[src/rtl/cpu_phase_scheduler_if.sv]
// Control and strobe bundle between the core's sequencer and the phase scheduler.
// The master side drives run/step/halt/mem_wait and the slave side returns the phase strobes and status.
interface cpu_phase_scheduler_if #(
  parameter int CNT_W = 32
);

  logic             run;
  logic             step;
  logic             halt_req;
  logic             mem_wait;

  logic             en_fetch;
  logic             en_alu;
  logic             en_mem;
  logic             en_wb;
  logic             busy;
  logic [1:0]       phase;
  logic [7:0]       slot_cnt;
  logic [CNT_W-1:0] retired;

  modport master (
    output run,
    output step,
    output halt_req,
    output mem_wait,
    input  en_fetch,
    input  en_alu,
    input  en_mem,
    input  en_wb,
    input  busy,
    input  phase,
    input  slot_cnt,
    input  retired
  );

  modport slave (
    input  run,
    input  step,
    input  halt_req,
    input  mem_wait,
    output en_fetch,
    output en_alu,
    output en_mem,
    output en_wb,
    output busy,
    output phase,
    output slot_cnt,
    output retired
  );

endinterface

[src/rtl/cpu_phase_scheduler.sv]
// Instruction-slot scheduler: one-cycle fetch/ALU/mem/writeback enables on clk_100M,
// with run/step/halt control, memory wait-state stretching and a retired-slot counter.
module cpu_phase_scheduler #(
  parameter int PERIOD   = 100,
  parameter int PH_FETCH = 5,
  parameter int PH_ALU   = 50,
  parameter int PH_MEM   = 80,
  parameter int PH_WB    = 90,
  parameter int CNT_W    = 32
) (
  input  logic                  clk_100M,
  input  logic                  rst_n,
  cpu_phase_scheduler_if.slave  bus
);

  localparam logic [7:0] SLOT_LAST   = 8'(PERIOD - 1);
  localparam logic [7:0] SLOT_FETCH  = 8'(PH_FETCH);
  localparam logic [7:0] SLOT_ALU    = 8'(PH_ALU);
  localparam logic [7:0] SLOT_MEM    = 8'(PH_MEM);
  localparam logic [7:0] SLOT_WB     = 8'(PH_WB);
  localparam logic [7:0] SLOT_RESUME = 8'(PH_MEM + 1);

  typedef enum logic [1:0] {
    IDLE    = 2'd0,
    RUN     = 2'd1,
    STEP    = 2'd2,
    MEMWAIT = 2'd3
  } state_t;

  state_t           state;
  state_t           state_next;
  logic             mode_run;
  logic             mode_run_next;
  logic [7:0]       slot;
  logic [7:0]       slot_next;
  logic [CNT_W-1:0] retired;
  logic [CNT_W-1:0] retired_next;
  logic             halt_latch;
  logic             halt_latch_next;
  logic             active;

  always_ff @(posedge clk_100M or negedge rst_n) begin
    if (!rst_n) begin
      state      <= IDLE;
      mode_run   <= 1'b0;
      slot       <= 8'd0;
      retired    <= '0;
      halt_latch <= 1'b0;
    end else begin
      state      <= state_next;
      mode_run   <= mode_run_next;
      slot       <= slot_next;
      retired    <= retired_next;
      halt_latch <= halt_latch_next;
    end
  end

  // Halt is sticky until run is seen low while idle, so a held run cannot restart on its own.
  always_comb begin
    state_next      = state;
    mode_run_next   = mode_run;
    slot_next       = slot;
    retired_next    = retired;
    halt_latch_next = halt_latch;

    if (state != IDLE && bus.halt_req) begin
      halt_latch_next = 1'b1;
    end else if (state == IDLE && !bus.run) begin
      halt_latch_next = 1'b0;
    end

    case (state)
      IDLE: begin
        slot_next = 8'd0;
        if (bus.run && !halt_latch) begin
          state_next    = RUN;
          mode_run_next = 1'b1;
        end else if (bus.step) begin
          state_next    = STEP;
          mode_run_next = 1'b0;
        end
      end

      RUN, STEP: begin
        if (slot == SLOT_MEM && bus.mem_wait) begin
          state_next = MEMWAIT;
        end else if (slot == SLOT_LAST) begin
          retired_next = retired + CNT_W'(1);
          slot_next    = 8'd0;
          if (state == STEP || !bus.run || halt_latch) begin
            state_next = IDLE;
          end
        end else begin
          slot_next = slot + 8'd1;
        end
      end

      MEMWAIT: begin
        if (!bus.mem_wait) begin
          slot_next  = SLOT_RESUME;
          state_next = mode_run ? RUN : STEP;
        end
      end

      default: begin
        state_next = IDLE;
        slot_next  = 8'd0;
      end
    endcase
  end

  // Everything visible is decoded from registers only; MEMWAIT suppresses the strobes.
  always_comb begin
    active       = (state == RUN) || (state == STEP);
    bus.en_fetch = active && (slot == SLOT_FETCH);
    bus.en_alu   = active && (slot == SLOT_ALU);
    bus.en_mem   = active && (slot == SLOT_MEM);
    bus.en_wb    = active && (slot == SLOT_WB);
    bus.busy     = (state != IDLE);
    bus.slot_cnt = slot;
    bus.retired  = retired;

    if (state == IDLE) begin
      bus.phase = 2'd0;
    end else if (state == MEMWAIT) begin
      bus.phase = 2'd2;
    end else if (slot < SLOT_ALU) begin
      bus.phase = 2'd0;
    end else if (slot < SLOT_MEM) begin
      bus.phase = 2'd1;
    end else if (slot < SLOT_WB) begin
      bus.phase = 2'd2;
    end else begin
      bus.phase = 2'd3;
    end
  end

endmodule

[src/flat_wrapper.sv]
// flat-port wrapper written by rule: the top's interface ports become plain ports
module cpu_phase_scheduler_flat 
#(
  parameter int PERIOD   = 100,
  parameter int PH_FETCH = 5,
  parameter int PH_ALU   = 50,
  parameter int PH_MEM   = 80,
  parameter int PH_WB    = 90,
  parameter int CNT_W    = 32
)
  (clk_100M, rst_n, bus_run, bus_step, bus_halt_req, bus_mem_wait, bus_en_fetch, bus_en_alu, bus_en_mem, bus_en_wb, bus_busy, bus_phase, bus_slot_cnt, bus_retired);
  cpu_phase_scheduler_if #(.CNT_W(CNT_W)) bus_i ();
  input  logic clk_100M;
  input  logic rst_n;
  input wire logic [$bits(bus_i.run)-1:0] bus_run;
  input wire logic [$bits(bus_i.step)-1:0] bus_step;
  input wire logic [$bits(bus_i.halt_req)-1:0] bus_halt_req;
  input wire logic [$bits(bus_i.mem_wait)-1:0] bus_mem_wait;
  output wire logic [$bits(bus_i.en_fetch)-1:0] bus_en_fetch;
  output wire logic [$bits(bus_i.en_alu)-1:0] bus_en_alu;
  output wire logic [$bits(bus_i.en_mem)-1:0] bus_en_mem;
  output wire logic [$bits(bus_i.en_wb)-1:0] bus_en_wb;
  output wire logic [$bits(bus_i.busy)-1:0] bus_busy;
  output wire logic [$bits(bus_i.phase)-1:0] bus_phase;
  output wire logic [$bits(bus_i.slot_cnt)-1:0] bus_slot_cnt;
  output wire logic [$bits(bus_i.retired)-1:0] bus_retired;
  assign bus_i.run = bus_run;
  assign bus_i.step = bus_step;
  assign bus_i.halt_req = bus_halt_req;
  assign bus_i.mem_wait = bus_mem_wait;
  assign bus_en_fetch = bus_i.en_fetch;
  assign bus_en_alu = bus_i.en_alu;
  assign bus_en_mem = bus_i.en_mem;
  assign bus_en_wb = bus_i.en_wb;
  assign bus_busy = bus_i.busy;
  assign bus_phase = bus_i.phase;
  assign bus_slot_cnt = bus_i.slot_cnt;
  assign bus_retired = bus_i.retired;
  cpu_phase_scheduler #(.PERIOD(PERIOD), .PH_FETCH(PH_FETCH), .PH_ALU(PH_ALU), .PH_MEM(PH_MEM), .PH_WB(PH_WB), .CNT_W(CNT_W)) u_core (.clk_100M(clk_100M), .rst_n(rst_n), .bus(bus_i));
endmodule
[config.mk]
export PLATFORM = sky130hd
export DESIGN_NAME = cpu_phase_scheduler_flat
export DESIGN_NICKNAME = d
export VERILOG_FILES = /design/src/rtl/cpu_phase_scheduler_if.sv /design/src/rtl/cpu_phase_scheduler.sv /design/src/flat_wrapper.sv
export SDC_FILE = /design/constraint.sdc
export NUM_CORES = 1
export LEC_CHECK = 0
export CAP_MARGIN = 20
export CORE_MARGIN = 5
export CORE_UTILIZATION = 41
export DETAILED_ROUTE_END_ITERATION = 12
export PLACE_DENSITY = 0.7
export SETUP_SLACK_MARGIN = 0.15
export SYNTH_ARGS = -nofsm -noshare
export SYNTH_HDL_FRONTEND = slang
export SYNTH_SLANG_ARGS = --single-unit
[constraint.sdc]
create_clock -name clk_100M -period 2.2 [get_ports clk_100M]
set_input_delay 0.55 -clock clk_100M [delete_from_list [all_inputs] [get_ports clk_100M]]
set_output_delay 0.55 -clock clk_100M [all_outputs]
set_load 0.05 [all_outputs]
# --- Word-level counts from Yosys, hierarchy flattened ---
# Cells that the tools add are included.
totals:
  output_inout_bits: 47
  elab_cells: 67
  in_bits: 6
  register_bits: 44
classes:
  n_bitwise: 1
  order_cmp: 3
  eq_ne: 13
  reduce_logical: 22
  n_mux: 21
  addsub: 2
op_table:
  columns: ["operator", "count"]
  rows:
  - ["32-bit by 1-bit adder with 32-bit output (second input constant)", 1]
  - ["8-bit by 7-bit == test with 1-bit output (second input constant)", 3]
  - ["8-bit 2-to-1 mux", 3]
  - ["8-bit case mux with 3 select lines", 1]
  - ["2-bit 2-to-1 mux", 11]
  - ["8-bit by 7-bit < comparator with 1-bit output (second input constant)", 2]
  - ["8-bit by 1-bit adder with 8-bit output (second input constant)", 1]
  - ["8-bit by 3-bit == test with 1-bit output (second input constant)", 1]
  - ["8-bit by 6-bit == test with 1-bit output (second input constant)", 1]
  - ["1-bit logical AND", 8]
  - ["8-bit by 6-bit < comparator with 1-bit output (second input constant)", 1]
  - ["3-bit by 1-bit inequality test with 1-bit output (second input constant)", 2]
  - ["2-bit case mux with 3 select lines", 1]
  - ["2-bit nonzero test", 3]
  - ["1-bit 2-to-1 mux", 5]
  - ["2-bit == test (second input constant)", 2]
  - ["2-bit inequality test (second input constant)", 2]
  - ["2-bit AND reduction", 2]
  - ["4-bit AND reduction", 1]
  - ["1-bit logical OR", 3]
  - ["3-bit by 2-bit inequality test with 1-bit output (second input constant)", 1]
  - ["3-bit AND reduction", 1]
  - ["2-bit by 1-bit == test with 1-bit output (second input constant)", 1]
  - ["1-bit logical NOT", 2]
  - ["other kinds (3)", 3]

# --- Depth between registers and ports, before layout ---
depth:
  depth_word: 7
  mapped_depth: 8
  mapped_depth_nobuf: 7

# --- Worst setup path before layout ---
# OpenSTA, ideal clock, no wires.
synth_timing:
  kind: "flip-flop to output port"
  from: "reg u_core.slot[5], in the netlist u_core.bus.slot_cnt[5]"
  to: "out bus_phase[0]"
  path_buffers: 1
  stages_incl_launch_ff: 6
  required_time_ns: 1.650
  setup_slack_ns: -1.933
  arrival_ns: 3.583
  cell_sequence: "dfrtp_1 buf_2 nand2_1 nor2_1 nor3_1 a2111oi_0"
synth_between:
  elab_chain_cells: 6
  elab_cells_between_ends: 8
  cone_classes: "order compare (3); mux (5)"
synth_rtl:
  columns: ["element", "line_no", "source"]
  rows:
  - ["start: declaration", "cpu_phase_scheduler.sv:34", "logic [7:0] slot;"]
  - ["start signal: assignment", "cpu_phase_scheduler.sv:52", "slot <= slot_next;"]
  - ["8-bit by 7-bit < comparator with 1-bit output", "cpu_phase_scheduler.sv:131", "end else if (slot < SLOT_WB) begin"]
  - ["1-bit 2-to-1 mux", "cpu_phase_scheduler.sv:131", null]
  - ["2-bit 2-to-1 mux", "cpu_phase_scheduler.sv:129", "end else if (slot < SLOT_MEM) begin"]
  - ["2-bit 2-to-1 mux (*)", "cpu_phase_scheduler.sv:127", "end else if (slot < SLOT_ALU) begin"]
  - ["2-bit 2-to-1 mux (*)", "cpu_phase_scheduler.sv:125", "end else if (state == MEMWAIT) begin"]
  - ["2-bit 2-to-1 mux (*)", "cpu_phase_scheduler.sv:123", "if (state == IDLE) begin"]
  - ["end: declaration", "flat_wrapper.sv:24", "output wire logic [$bits(bus_i.phase)-1:0] bus_phase;"]
# Mark *: on every way between the ends. The rest lies on a longest branch, timed or not.

# --- Final worst setup path ---
layout_timing:
  from: "reg u_core.state[0]"
  to: "out bus_en_alu"
layout_between:
  elab_chain_cells: 3
  elab_cells_between_ends: 4
  cone_classes: "eq/ne (2); reduce/logical (2)"
layout_rtl:
  columns: ["element", "line_no", "source"]
  rows:
  - ["start: declaration", "cpu_phase_scheduler.sv:30", "state_t state;"]
  - ["start signal: assignment", "cpu_phase_scheduler.sv:50", "state <= state_next;"]
  - ["2-bit by 1-bit == test with 1-bit output or 2-bit == test (tied branches)", "cpu_phase_scheduler.sv:114", "active = (state == RUN) || (state == STEP);"]
  - ["1-bit logical OR (*)", "cpu_phase_scheduler.sv:114", null]
  - ["1-bit logical AND (*)", "cpu_phase_scheduler.sv:116", "bus.en_alu = active && (slot == SLOT_ALU);"]
  - ["end: declaration", "flat_wrapper.sv:20", "output wire logic [$bits(bus_i.en_alu)-1:0] bus_en_alu;"]
# Marked as above.

==> impl_metrics.json <==
{
  "synth_edf_count": 0,
  "synth_compound_area_share_pct": 6.28,
  "hold_path.class": "input port to asynchronous set/reset pin",
  "pwr_density_cell_nw_per_um2": 733,
  "dp_hpwl_um": 4390,
  "rows": 28,
  "fillCellCount": 498,
  "ctsHtreeMaxLevel": 2,
  "setup.worst_path.class": "flip-flop to primary output",
  "pin_count": 53,
  "clk_latency_ns": 0.30,
  "tightest_slew_ns": 0.524,
  "synth_cell_types": 45,
  "diodes": 0,
  "drtAntennaViolNets": 0,
  "clock-root-buffer": "clkbuf_8",
  "grt_first_pass_wirelength_um": 10100,
  "min_period_ns": 2.59,
  "start_kind": "flip-flop",
  "final_nets": 344,
  "ir_drop_mv": 0.367,
  "place_ws_ns": -0.105,
  "dr.first_iter.drc_count": 148,
  "wl_um": 6350,
  "synth_top_area_share_pct": 45.7,
  "synth_area_um2": 2410,
  "final_common_cell": "dfrtp_1",
  "synth_top_family_by_area": "simple AND/OR/NAND/NOR gates",
  "postLayoutCoreUtil_pct": 60.8,
  "clock_sinks": 44,
  "crit_fanout": 2,
  "grt_max_degree": 24,
  "areaGrowthSynthToFinish_pct": 46.7,
  "async_flop_share_pct": 100,
  "fin_hold_ws_ns": 0.222,
  "post_synth.cell_area_avg_um2": 9.68,
  "die-area_um2": 7510,
  "routed_via_density": 5.28,
  "firstDrtPassIters": 4,
  "outcome": "complete, but fails checks",
  "rsz0062_at_grt": "yes",
  "failed_checks": "setup timing",
  "slew_headroom_pct": 65.1,
  "clk_path_buf_depth": 2,
  "worst_ep_required_time_ns": 1.65,
  "netlist_instances": 249,
  "wl_per_cell_um": 15.6,
  "numPortBuffers": 52,
  "gp_routability_congestion": 0.887,
  "drv_cap": 0,
  "antenna_found_initial": 0,
  "grt_overflow": 0,
  "cts-hold-fix-buffers": 0,
  "hold_viol": 0,
  "start_util_pct": 41.4,
  "yosys.area_share.simple_pct": 26.4,
  "ys_seq_area_share_pct": 45.7,
  "setup_viol_count_final": 4,
  "cts_buffers": 5,
  "route.detailed.drc": 0,
  "max_freq_mhz": 386,
  "path_clk_slew_ns": 0.09,
  "synth_ff_type": "dfrtp_1",
  "worstPathArrival_ns": 2.04,
  "ys_ff_latch": 44,
  "post-route-period-util_pct": 118,
  "grt_usage_pct": 16.8,
  "synth_xor_area_share_pct": 12.3,
  "synth.area.mux_share_pct": 0.831,
  "setup_ws_ns": -0.393,
  "die_w_um": 86.7,
  "final_cell_mix": "36 x dfrtp_1, 34 x buf_4, 29 x nand2_1, 29 x dlygate4sd2_1, 20 x xor2_1",
  "synth_warnings": 0,
  "fp.dieH_um": 86.7,
  "leakage_nw": 1.73,
  "cts_tree": "yes",
  "drive_above_1_share_pct": 29.0,
  "report.final.slew_viol_count": 0,
  "clock_skew_ns": 0.00955,
  "syn-num-nets": 263,
  "cp-end-kind": "primary output",
  "synthTopCellsByArea": "dfrtp_1 46%, xor2_1 7.3%, nand2_1 4.5%",
  "synth_fa_ha_area_share_pct": 4.15,
  "grt_pass1_vias": 2049,
  "core_area_um2": 5820,
  "vias": 2143,
  "yosysTopAreaCell": "dfrtp_1"
}
## sequential cells by signal, indices dropped and copies added, names as in the netlist
| signal | count |
|---|---|
| u_core.bus.retired | 32 |
| u_core.bus.slot_cnt | 8 |
| u_core.state | 2 |
| u_core.halt_latch | 1 |
| u_core.mode_run | 1 |
## where the power goes
part	switching [mW]	internal, mW
registers	0.0592	0.865
logic	0.598	0.461
clock network	0.273	0.337
## critical path, stage by stage (launching register included)
cell,delay [ns]
dfrtp_1,0.37
inv_2,0.06
ha_4,0.29
inv_6,0.03
or4_4,0.51
nor4b_4,0.32
buf_12,0.18
## through the flow
step                cell area (µm²)  instances  TNS [ns]  total power [mW]
finish                         3530        406    -0.856              2.59
CTS                            3370        398    -0.854              2.48
global placement               3230        384    -0.131              1.82
detailed placement             3230        384    -0.181              1.83
global route                   3530        406     -1.09              2.71
floorplan                      2530        249     -1.13              1.55
## final timing paths
path,endpoint,startpoint,cells after the start,slack (ns)
worst max-delay path,bus_en_alu,u_core.state[0],6,-0.39
worst min-delay path,u_core.bus.retired[7],rst_n,1,0.22
worst max register to register,u_core.bus.retired[27],u_core.state[0],9,0.17
worst min register to register,u_core.bus.retired[31],u_core.bus.retired[31],1,0.48
max in group asynchronous,u_core.bus.retired[20],rst_n,2,1.40
min in group clk_100M,u_core.bus.retired[31],u_core.bus.retired[31],1,0.48
## cell type report
cell class / count / area, µm² / area share, %
inverters: 15 / 61.3 / 1.73
repair buffers: 80 / 747 / 21.1
clock inverters: 2 / 35.0 / 0.991
clock buffers: 6 / 72.6 / 2.05
multi-input cells: 184 / 1410 / 39.9
flip-flops and latches: 44 / 1110 / 31.5
well taps: 75 / 93.8 / 2.65
## cells by family (layout without fill, tap and decap cells)
kind of cell	Yosys count	after routing
flip-flops	44	44
adder cells (fa/ha/maj)	8	8
AO/OA/AOI/OAI	23	23
AND/OR/NAND/NOR	117	118
buffers and inverters	22	103
XOR/XNOR	33	33
multiplexers	2	2
## per-layer routing
layer	global-route usage (%)	wire length, µm	part of all wire, %	up-vias
li1	-	-	-	1027
met1	23.1	2850	45	1041
met2	27.6	3150	50	65
met3	2.85	275	4.3	10
met4	4.11	80	1.3	0
met5	0	0	0	-
## cell usage after synthesis (all sizes together) (4+ instances only)
master  number
and3         9
ha           8
xor2        21
nor3        19
nand3       10
o21ai        8
xnor2       12
nor2        24
a21oi        5
nand4       10
dfrtp       44
inv         15
nor4         4
nand2       29
buf          5
## repair_timing
action / in CTS / in global routing
setup buffers: 6 / 7
endpoints found under the setup margin: 37 / 23
resized for setup: 35 / 22
gates cloned: 0 / 1
pin swaps: 4 / 7
Note: power is estimated with default switching activity, not from simulation.
